$ cat config.mk
export PLATFORM = sky130hd
export DESIGN_NAME = spi_slave
export DESIGN_NICKNAME = d
export VERILOG_FILES = /design/src/rtl/spi_pkg.sv /design/src/rtl/spi_sync.sv /design/src/rtl/spi_slave.sv
export SDC_FILE = /design/constraint.sdc
export NUM_CORES = 1
export LEC_CHECK = 0
export CAP_MARGIN = 20
export CORE_MARGIN = 2
export CORE_UTILIZATION = 35
export DETAILED_ROUTE_END_ITERATION = 8
export DONT_BUFFER_PORTS = 1
export SYNTH_ARGS = -nofsm -noshare
export SYNTH_HDL_FRONTEND = slang
export SYNTH_HIERARCHICAL = 1
export SYNTH_SLANG_ARGS = --single-unit
$ cat constraint.sdc
create_clock -name clk -period 1.85 [get_ports clk]
set_clock_uncertainty 0.2 [all_clocks]
set_input_delay 0.0925 -clock clk [delete_from_list [all_inputs] [get_ports clk]]
set_output_delay 0.0925 -clock clk [all_outputs]
set_load 0.05 [all_outputs]
$ cat src/rtl/spi_pkg.sv
// Shared constants and state encoding for the SPI slave.
package spi_pkg;

    // Frame width in bits
    localparam int SPI_BITS = 8;

    // Byte shifted out when the holding register is empty
    localparam logic [SPI_BITS-1:0] IDLE_BYTE_DEFAULT = 8'hFF;

    // Link state follows the synchronized slave select
    typedef enum logic {
        ST_IDLE   = 1'b0,
        ST_ACTIVE = 1'b1
    } spi_state_t;

endpackage

$ cat src/rtl/spi_sync.sv
// Multi-flop synchronizer for one asynchronous input, with a selectable reset value.
module spi_sync #(
    parameter int   STAGES    = 2,
    parameter logic RESET_VAL = 1'b0
) (
    input  logic clk,
    input  logic reset,
    input  logic d,
    output logic q
);

    logic [STAGES-1:0] chain;

    // Shift the raw input through the flop chain; the last stage is the synchronized value
    always_ff @(posedge clk or posedge reset) begin
        if (reset) begin
            chain <= {STAGES{RESET_VAL}};
        end else begin
            chain <= {chain[STAGES-2:0], d};
        end
    end

    assign q = chain[STAGES-1];

endmodule

$ cat src/rtl/spi_slave.sv
// SPI mode-0 slave: 8-bit MSB-first frames, one-deep TX holding register,
// RX byte output with valid pulse, ack and sticky overrun flag.
//
// Handshakes: tx_wr is a one-cycle strobe accepted only while tx_full=0;
// rx_valid pulses for one cycle per completed byte and the consumer answers
// with rx_ack (any later cycle) -- a second byte completing before that ack
// sets rx_overrun, which rx_ack also clears.
module spi_slave
    import spi_pkg::*;
#(
    parameter int                  SYNC_STAGES = 2,
    parameter logic [SPI_BITS-1:0] IDLE_BYTE   = IDLE_BYTE_DEFAULT
) (
    input  logic                clk,
    input  logic                reset,
    input  logic                sck,
    input  logic                ss_n,
    input  logic                mosi,
    output logic                miso,
    output logic                miso_oe,
    input  logic [SPI_BITS-1:0] tx_data,
    input  logic                tx_wr,
    output logic                tx_full,
    output logic [SPI_BITS-1:0] rx_data,
    output logic                rx_valid,
    output logic                rx_overrun,
    input  logic                rx_ack
);

    localparam int               CNT_W         = $clog2(SPI_BITS);
    localparam logic [CNT_W-1:0] LAST_BIT      = CNT_W'(SPI_BITS - 1);
    localparam logic [7:0]       SETTLE_CYCLES = 8'(SYNC_STAGES);

    // Synchronized pins
    logic sck_s;
    logic ss_n_s;
    logic mosi_s;

    // Edge detection
    logic [7:0] settle_cnt;
    logic       settled;
    logic       sck_prev;
    logic       ss_prev;
    logic       sck_rise_p;
    logic       sck_fall_p;
    logic       ss_fall_p;
    logic       ss_rise_p;
    logic       mosi_p;

    // Link state and datapath
    spi_state_t          state;
    logic [CNT_W-1:0]    bit_cnt;
    logic [SPI_BITS-2:0] rx_shift;
    logic [SPI_BITS-1:0] tx_shift;
    logic [SPI_BITS-1:0] tx_hold;
    logic                reload_pend;
    logic                rx_pend;

    logic                do_load;
    logic                rx_done;
    logic [SPI_BITS-1:0] load_byte;
    logic [SPI_BITS-1:0] rx_byte;

    spi_sync #(.STAGES(SYNC_STAGES), .RESET_VAL(1'b0)) u_sync_sck (
        .clk   (clk),
        .reset (reset),
        .d     (sck),
        .q     (sck_s)
    );

    spi_sync #(.STAGES(SYNC_STAGES), .RESET_VAL(1'b1)) u_sync_ss (
        .clk   (clk),
        .reset (reset),
        .d     (ss_n),
        .q     (ss_n_s)
    );

    spi_sync #(.STAGES(SYNC_STAGES), .RESET_VAL(1'b0)) u_sync_mosi (
        .clk   (clk),
        .reset (reset),
        .d     (mosi),
        .q     (mosi_s)
    );

    // Count out the synchronizer flush after reset so its reset value is never mistaken for a select edge
    always_ff @(posedge clk or posedge reset) begin
        if (reset) begin
            settle_cnt <= 8'd0;
        end else if (!settled) begin
            settle_cnt <= settle_cnt + 8'd1;
        end
    end

    assign settled = (settle_cnt == SETTLE_CYCLES);

    // Register one-cycle edge pulses; ss_prev is held low until settled, so a select
    // already low at reset release needs a real high-then-low before it counts
    always_ff @(posedge clk or posedge reset) begin
        if (reset) begin
            sck_prev   <= 1'b0;
            ss_prev    <= 1'b0;
            sck_rise_p <= 1'b0;
            sck_fall_p <= 1'b0;
            ss_fall_p  <= 1'b0;
            ss_rise_p  <= 1'b0;
            mosi_p     <= 1'b0;
        end else begin
            sck_prev   <= sck_s;
            ss_prev    <= settled ? ss_n_s : 1'b0;
            sck_rise_p <= sck_s & ~sck_prev;
            sck_fall_p <= ~sck_s & sck_prev;
            ss_fall_p  <= ss_prev & ~ss_n_s;
            ss_rise_p  <= ss_n_s & ~ss_prev;
            mosi_p     <= mosi_s;
        end
    end

    assign load_byte = tx_full ? tx_hold : IDLE_BYTE;
    assign rx_byte   = {rx_shift, mosi_p};
    assign do_load   = ((state == ST_IDLE) && ss_fall_p) ||
                       ((state == ST_ACTIVE) && !ss_rise_p && sck_fall_p && reload_pend);
    assign rx_done   = (state == ST_ACTIVE) && !ss_rise_p && sck_rise_p && (bit_cnt == LAST_BIT);

    // Link FSM with TX/RX shifters, holding register and RX handshake
    always_ff @(posedge clk or posedge reset) begin
        if (reset) begin
            state       <= ST_IDLE;
            bit_cnt     <= '0;
            rx_shift    <= '0;
            tx_shift    <= '1;
            tx_hold     <= '0;
            tx_full     <= 1'b0;
            reload_pend <= 1'b0;
            rx_data     <= '0;
            rx_valid    <= 1'b0;
            rx_pend     <= 1'b0;
            rx_overrun  <= 1'b0;
        end else begin
            rx_valid <= 1'b0;

            // A load empties a full holding register; a write lands only when it is empty
            if (do_load && tx_full) begin
                tx_full <= 1'b0;
            end else if (tx_wr && !tx_full) begin
                tx_hold <= tx_data;
                tx_full <= 1'b1;
            end

            if (rx_done) begin
                rx_data  <= rx_byte;
                rx_valid <= 1'b1;
                rx_pend  <= 1'b1;
                if (rx_pend && !rx_ack) begin
                    rx_overrun <= 1'b1;
                end else if (rx_ack) begin
                    rx_overrun <= 1'b0;
                end
            end else if (rx_ack) begin
                rx_pend    <= 1'b0;
                rx_overrun <= 1'b0;
            end

            case (state)
                ST_IDLE: begin
                    if (ss_fall_p) begin
                        state       <= ST_ACTIVE;
                        tx_shift    <= load_byte;
                        bit_cnt     <= '0;
                        reload_pend <= 1'b0;
                    end
                end
                ST_ACTIVE: begin
                    if (ss_rise_p) begin
                        state       <= ST_IDLE;
                        bit_cnt     <= '0;
                        reload_pend <= 1'b0;
                    end else if (sck_rise_p) begin
                        rx_shift <= rx_byte[SPI_BITS-2:0];
                        bit_cnt  <= bit_cnt + 1'b1;
                        if (bit_cnt == LAST_BIT) begin
                            reload_pend <= 1'b1;
                        end
                    end else if (sck_fall_p) begin
                        if (reload_pend) begin
                            tx_shift    <= load_byte;
                            reload_pend <= 1'b0;
                        end else begin
                            tx_shift <= {tx_shift[SPI_BITS-2:0], 1'b0};
                        end
                    end
                end
                default: state <= ST_IDLE;
            endcase
        end
    end

    assign miso_oe = (state == ST_ACTIVE);
    assign miso    = (state == ST_ACTIVE) ? tx_shift[SPI_BITS-1] : 1'b1;

endmodule

---- After elaboration in Yosys (flattened, before gate mapping) ----
Cells that the tools add are included.
operators by class
  $add $sub $neg .......................... 2
  eq/ne operators ......................... 9
  mux-type cells .......................... 30
  bitwise gates (word level) .............. 11
  reductions and logical operators ........ 20
operators by type and width
  cell                                                                    count
  8-bit two-way mux                                                       6
  1-bit two-way mux                                                       17
  8-bit one-hot mux with 2 select lines                                   1
  1-bit logical AND                                                       9
  3-bit two-way mux                                                       3
  8-bit by 1-bit adder with 8-bit output (second input constant)          1
  8-bit by 2-bit equality test with 1-bit output (second input constant)  1
  2-bit != test (second input constant)                                   4
  1-bit inverter                                                          7
  3-bit one-hot mux with 2 select lines                                   1
  3-bit AND reduction                                                     2
  1-bit AND                                                               4
  4-bit by 3-bit != test with 1-bit output (second input constant)        1
  4-bit != test (second input constant)                                   1
  1-bit one-hot mux with 2 select lines                                   2
  2-bit AND reduction                                                     2
  4-bit AND reduction                                                     1
  2-bit nonzero test                                                      2
  3-bit by 1-bit adder with 3-bit output (second input constant)          1
  3-bit equality test (second input constant)                             1
  1-bit zero test                                                         3
  3-bit != test (second input constant)                                   1
  1-bit logical OR                                                        1
storage, ports and cells
  register bits ........................... 61
  bits of input ports ..................... 15
  output and inout port bits .............. 13

---- Logic depth before layout (Yosys ltp) ----
Gate-level depths: netlist of run 1.
  depth in word-level cells ............... 8
  mapped depth ............................ 6
  depth with buffers taken out ............ 5

---- By module ----
Netlist of run 1, hierarchy kept.
by module, submodules not included
  module                      instances  cells each  area an instance (um2)
  spi_slave                   1          171         2,302.2
  spi_sync (u_sync_mosi ...)  2          3           53.8
  spi_sync (u_sync_ss)        1          3           56.3

---- Worst setup path before layout of run 1 ----
No wires, ideal clock.
  path type ............................... reg-to-reg
  start ................................... register state, in the netlist miso_oe
  end ..................................... register tx_shift[1]
  data arrival time ....................... 1.617 ns
  required time ........................... 1.568 ns
  slack ................................... -0.050 ns
  cell stages (with the launch flop) ...... 5
  cells stage by stage .................... dfrtp_1 -> nand2b_1 -> clkbuf_1 -> mux2_2 -> mux2_2
between the ends
  cells in the longest elaborated chain, start to end .. 3
  elaborated cells on any way between the ends .. 7
  classes of those cells .................. 4 x eq/ne; 1 x mux; 1 x bitwise; 1 x reduce/logical
ends and longest elaborated chain
  element                        line              RTL
  start: declaration             spi_slave.sv:51   spi_state_t state;
  start signal: assignment       spi_slave.sv:127  state <= ST_IDLE;
  start signal: assignment       spi_slave.sv:166  state <= ST_ACTIVE;
  start signal: assignment       spi_slave.sv:174  state <= ST_IDLE;
  1-bit inverter                 --
  2-bit != test (no line)        --
  4-bit AND reduction (no line)  --
  end signal: assignment         spi_slave.sv:167  tx_shift <= load_byte;
  end signal: assignment         spi_slave.sv:185  tx_shift <= load_byte;
  end signal: assignment         spi_slave.sv:188  tx_shift <= {tx_shift[SPI_BITS-2:0], 1'b0};
  end: declaration               spi_slave.sv:54   logic [SPI_BITS-1:0] tx_shift;
Parallel ways exist; a longest one is shown, timed or not.
A chain may end at the register's enable or synchronous reset.

---- Worst setup path after layout of run 1 ----
  start ................................... register settle_cnt[3]
  end ..................................... register settle_cnt[1]
between the ends
  cells in the longest elaborated chain, start to end .. 1
ends and longest elaborated chain
  element                                         line             RTL
  start: declaration                              spi_slave.sv:40  logic [7:0] settle_cnt;
  start signal: assignment                        spi_slave.sv:90  settle_cnt <= settle_cnt + 8'd1;
  8-bit by 2-bit equality test with 1-bit output  spi_slave.sv:94  assign settled = (settle_cnt == SETTLE_CYCLES);
No other way between the ends.

==> flow_summary.yaml, run 1 <==
status:
  status: "complete, no violations"
routing:
  dr.pass1.iters: 4
  detail_route.wl_per_cell_um: 12.4
  drc: 0
  vias: 1404
  totalWireLength_um: 3910
  antenna_left: 0
  viasPerCell: 4.44
  drt_iter0_drc: 59
worst_setup_path:
  crit_end: "settle_cnt[1]"
  crit_arrival_ns: 1.79
  cp-start-kind: "flip-flop"
  rr_startpoint: "settle_cnt[3]"
  cp_cell_sequence: "or4_4, or3_4, mux2i_1"
  r2r-end: "settle_cnt[1]"
  critPathRequiredTime_ns: 1.86
  worstSetupEndpointType: "flip-flop"
  critical_path.max_stage_delay_ns: 0.54
  crit_type: "reg -> reg"
  cp_max_fo: 3
  reg2reg_depth: 3
  r2r_slack_ns: 0.07
  cp_slowest_cell: "or4_4"
  startpoint: "settle_cnt[3]"
sta:
  worstMarginPinSlew_ns: 0.517
  rsz0062_at_grt: "no"
  min_period_over_period: 0.961
  hold_violations: 0
  fin_tns_setup_ns: 0
  slew_headroom: 0.657
  worst_slack_ns: 0.0728
  fin_hold_ws_ns: 0.103
  setup_viol: 0
  period_minus_slack_ns: 1.78
  fmax_mhz: 563
  slew_violations: 0
clock_network:
  cts_buffers: 9
  clock_sinks: 61
  clk_path_buf_depth: 2
  clk_latency_ns: 0.33
  clkSlewWorstSetupHoldPaths_ns: 0.06
  htree_levels: 3
  cts_tree: "built"
  cts_root_buf: "clkbuf_8"
final_layout:
  antenna_cells: 0
  drive_gt1_frac: 0.368
  area_growth_pct: 25.4
  instances_no_fill: 316
  nets: 234
  final_util: 0.455
power_and_ir_drop:
  power_density_nw_per_um2: 1290
  power_leakage_nw: 1.43
  ir_drop_uv: 402
global_route:
  grt_max_degree: 21
  first_global_vias: 1432
  grt_usage: 0.115
  grt-ovfl-total: 0
  grt_first_pass_wirelength_um: 6570
  antenna_found_initial: 0
floorplanning:
  die-height_um: 87.9
  row_count: 30
  io-pin-count: 28
  initial_core_util: 0.363
  die_x_um: 87.9
  dieArea_um2: 7730
  core-area_um2: 6790
placement:
  placed_cells: 282
  place_hpwl_um: 2640
  portBuffers: 0
  gp_congestion: 0.749
  dp_slack_ns: -0.00531
synth:
  syn_area_um2: 2470
  yosysWarnings: 6
  synth.distinct_cells: 27
  ys_seq_area_frac: 0.624
  synth_nets: 199
  syn_inst: 180
  synth_area_per_cell_um2: 13.7
  ys_seq_elements: 61
worst_hold_path:
  hold_depth: 1
  hold_class: "in -> reg"
job:
  maxCapViolCount: 0
## cells in the mapped netlist
library cell / number / share of area
nand3_1: 5 / 0.010
dfstp_2: 10 / 0.11
nor2_1: 5 / 0.0076
ha_1: 4 / 0.020
mux2_2: 37 / 0.17
a21oi_1: 1 / 0.0020
dfrtp_1: 51 / 0.52
clkbuf_1: 3 / 0.0046
or3_4: 1 / 0.0046
and4b_1: 1 / 0.0041
or4_1: 1 / 0.0030
nand2_1: 6 / 0.0091
o21ai_0: 7 / 0.014
nand2b_1: 13 / 0.033
nor4_1: 1 / 0.0025
nor3b_1: 1 / 0.0030
o21a_1: 1 / 0.0030
xor2_1: 2 / 0.0071
a22oi_1: 1 / 0.0030
nor2b_1: 5 / 0.013
a31o_2: 1 / 0.0036
a21o_1: 1 / 0.0030
mux2i_1: 5 / 0.020
and3_1: 1 / 0.0025
buf_2: 2 / 0.0041
xnor2_1: 4 / 0.014
inv_1: 10 / 0.015
## logic make-up after synthesis
family / after synthesis / synth area share
DFF: 61 / 0.624
muxes: 42 / 0.189
and+or+nand+nor: 40 / 0.0923
buffers and inverters: 15 / 0.0238
AOI/OAI and AO/OA: 12 / 0.0289
xor gates and xnor gates: 6 / 0.0213
adders and majority gates: 4 / 0.0203
## registers in the layout, indices dropped and copies added (netlist names), 3 cells and up
register,count
rx_data,8
tx_shift,8
rx_shift,7
bit_cnt,3
settle_cnt,8
tx_hold,8
## area by class of cell
class | instances | area, um^2
flip-flops and latches | 61 | 1540
multi-input cells | 104 | 873
clock buffers | 12 | 155
inverters | 10 | 37.5
clock inverters | 4 | 95.1
repair buffers | 29 | 270
fillers | 629 | 3700
well taps | 96 | 120
## placed cells by master, fill, tap and decap left out, drive strengths merged, types with 2 or more instances in the layout
master        n
ha            4
nor2          5
xnor2         4
nor2b         5
clkbuf       12
bufinv        3
dlygate4sd3  16
nand2b       13
mux2i         5
o21ai         7
nand2         6
dfrtp        51
dfstp        10
inv          10
xor2          2
mux2         37
buf          13
nand3         5
## how the worst min path moves through the flow
stage	start	slack, ns	to
after detailed placement	reset	-0.36	u_sync_sck/chain[0]
after global routing	ss_n	0.09	u_sync_ss/chain[0]
final	ss_n	0.10	u_sync_ss/chain[0]
after floorplan	reset	-0.37	u_sync_mosi/chain[0]
after CTS	ss_n	0.08	u_sync_ss/chain[0]
after global placement	reset	-0.36	u_sync_sck/chain[0]
## per-layer routing
| layer | global-route usage | share of wire | vias to the layer above |
|---|---|---|---|
| met5 | 0 | 0 | - |
| met1 | 0.146 | 0.48 | 685 |
| li1 | - | - | 683 |
| met4 | 0.0797 | 0.029 | 0 |
| met3 | 0.0320 | 0.040 | 11 |
| met2 | 0.171 | 0.45 | 25 |
## what timing repair did
action	CTS	global route
setup buffers	0	2
hold endpoints to repair	75	0
hold buffers	16	0
gates cloned	0	0
gates resized for setup	1	1
endpoints found under the setup margin	3	2
## metrics by stage
step	power [W]	area, um^2
after CTS	0.00407	3070
after global placement	0.00254	2660
after detailed placement	0.00256	2660
after floorplan	0.00238	2470
final	0.00400	3090
after global routing	0.00422	3090
## critical path, delay by kind of cell (launching register included)
family	cells	cell delay [ns]
flops	1	0.38
mux	1	0.13
simple gates	2	0.94
## report_power, final
part	internal [W]	switching (W)	leakage, nW
logic	0.000418	0.000289	0.540
clock network	0.000967	0.000486	0.127
registers	0.00167	0.000175	0.760
(Power assumes the default switching activity.)
==> inputs of run 2 (changes only) <==
==> constraint.sdc (replaced) <==
create_clock -name clk -period 1.85 [get_ports clk]
set_clock_uncertainty 0.2 [all_clocks]
set_input_delay 0.185 -clock clk [delete_from_list [all_inputs] [get_ports clk]]
set_output_delay 0.185 -clock clk [all_outputs]
set_load 0.05 [all_outputs]
==> run 2 against run 1 <==
Register-to-register slack hardly changed. Via count fell by 0.28%. Routed wire length fell by 0.49%. Largest cell class unchanged.
==> flow_summary.yaml, run 2 (same netlist as run 1, synthesis figures left out) <==
status:
  status: "complete, no violations"
final_layout:
  area_growth_pct: 25.0
  drive_gt1_frac: 0.370
  final_common_cell: "dfrtp_1"
  antenna_cells: 0
  final_cell_mix: "50 x dfrtp_1, 37 x mux2_2, 15 x dlygate4sd3_1, 13 x nand2b_1, 12 x buf_4"
  nets: 233
floorplanning:
  row_count: 30
  dieArea_um2: 7730
  initial_core_util: 0.363
  io-pin-count: 28
  die_x_um: 87.9
  core-area_um2: 6790
  die-height_um: 87.9
sta:
  fin_hold_ws_ns: 0.0813
  slew_violations: 0
  rsz0062_at_grt: "no"
  setup_viol: 0
  slew_headroom: 0.657
  hold_violations: 0
  fmax_mhz: 559
  period_minus_slack_ns: 1.79
  worstMarginPinSlew_ns: 0.517
  fin_tns_setup_ns: 0
  min_period_over_period: 0.968
clock_network:
  cts_tree: "built"
  clk_latency_ns: 0.33
  cts_buffers: 9
  clk_path_buf_depth: 2
  cts_root_buf: "clkbuf_8"
  clkSlewWorstSetupHoldPaths_ns: 0.07
  htree_levels: 3
  clock_sinks: 61
worst_setup_path:
  cp-start-kind: "flip-flop"
  cp_slowest_cell: "dfrtp_2"
  critical_path.max_stage_delay_ns: 0.46
  crit_type: "reg -> out"
  critPathRequiredTime_ns: 1.46
  crit_buf_inv: 1
  crit_family: "flip-flops"
  worstSetupEndpointType: "primary output"
  cp_cell_sequence: "buf_4, nand2b_1"
  r2r_slack_ns: 0.07
  cp_max_fo: 8
  crit_arrival_ns: 1.41
routing:
  drc: 0
  viasPerCell: 4.44
  totalWireLength_um: 3900
  detail_route.wl_per_cell_um: 12.4
  drt_iter0_drc: 64
  dr.pass1.iters: 4
  vias: 1400
  antenna_left: 0
placement:
  portBuffers: 0
  place_hpwl_um: 2640
  gp_congestion: 0.749
power_and_ir_drop:
  p_total_w: 0.00400
  power_density_nw_per_um2: 1300
  ir_drop_uv: 402
  power_leakage_nw: 1.42
global_route:
  grt_first_pass_wirelength_um: 6580
  first_global_vias: 1431
  antenna_found_initial: 0
  grt-ovfl-total: 0
  grt_max_degree: 21
  grt_usage: 0.116
job:
  maxCapViolCount: 0
worst_hold_path:
  hold_class: "in -> reg"
## run 2: cell count changes in the layout (fill, tap and decap cells not counted)
cell and delta:
dlygate4sd3_1 -1
## run 2: area by class of cell
cell class,instances,area [um^2]
Fill cell,630,3710
Sequential cell,61,1540
Multi-Input combinational cell,104,873
Timing Repair Buffer,28,260
Clock buffer,12,155
Tap cell,96,120
Clock inverter,4,95.1
Inverter,10,37.5
## run 2: worst paths after layout
kind,start,endpoint,depth (start not counted)
setup / recovery,miso_oe,miso,2
setup reg to reg,settle_cnt[3],settle_cnt[1],3
hold reg to reg,u_sync_sck/chain[0],u_sync_sck/chain[1],0
hold / removal,tx_wr,tx_full,3
min in group asynchronous,reset,u_sync_mosi/chain[1],3
max in group asynchronous,reset,rx_shift[4],4
## run 2: power breakdown
| part | leakage, nW | switching, W | internal [W] |
|---|---|---|---|
| Sequential | 0.760 | 0.000175 | 0.00167 |
| Clock | 0.127 | 0.000486 | 0.000967 |
| Combinational | 0.535 | 0.000288 | 0.000417 |
## run 2: tightest hold or removal path: cells and delay by family
family / cells / cell delay, ns
buffers and inverters: 1 / 0.19
and+or+nand+nor: 1 / 0.10
AOI/OAI and AO/OA: 1 / 0.12
## run 2: stage by stage
stage / util / std cells / setup slack (ns) / cell area (um^2)
after floorplan: - / 180 / 0.0160 / 2470
after global placement: 0.392 / 282 / 0.0400 / 2660
after detailed placement: 0.392 / 282 / -0.00531 / 2660
after CTS: 0.451 / 313 / 0.0338 / 3060
after global routing: 0.454 / 315 / 0.00900 / 3080
final: 0.454 / 315 / 0.0599 / 3080
## run 2: metal layers
layer | track usage | vias to the layer above | share of wire
li1 | - | 682 | -
met1 | 0.146 | 682 | 0.48
met2 | 0.171 | 25 | 0.45
met3 | 0.0320 | 11 | 0.040
met4 | 0.0797 | 0 | 0.029
met5 | 0 | - | 0
## run 2: what timing repair did
action / CTS / global route
endpoints found under the hold margin: 72 / 0
hold buffers: 15 / 0
gates resized for setup: 1 / 1
buffers inserted: 0 / 2
endpoints found under the setup margin: 3 / 2
gates cloned: 0 / 0
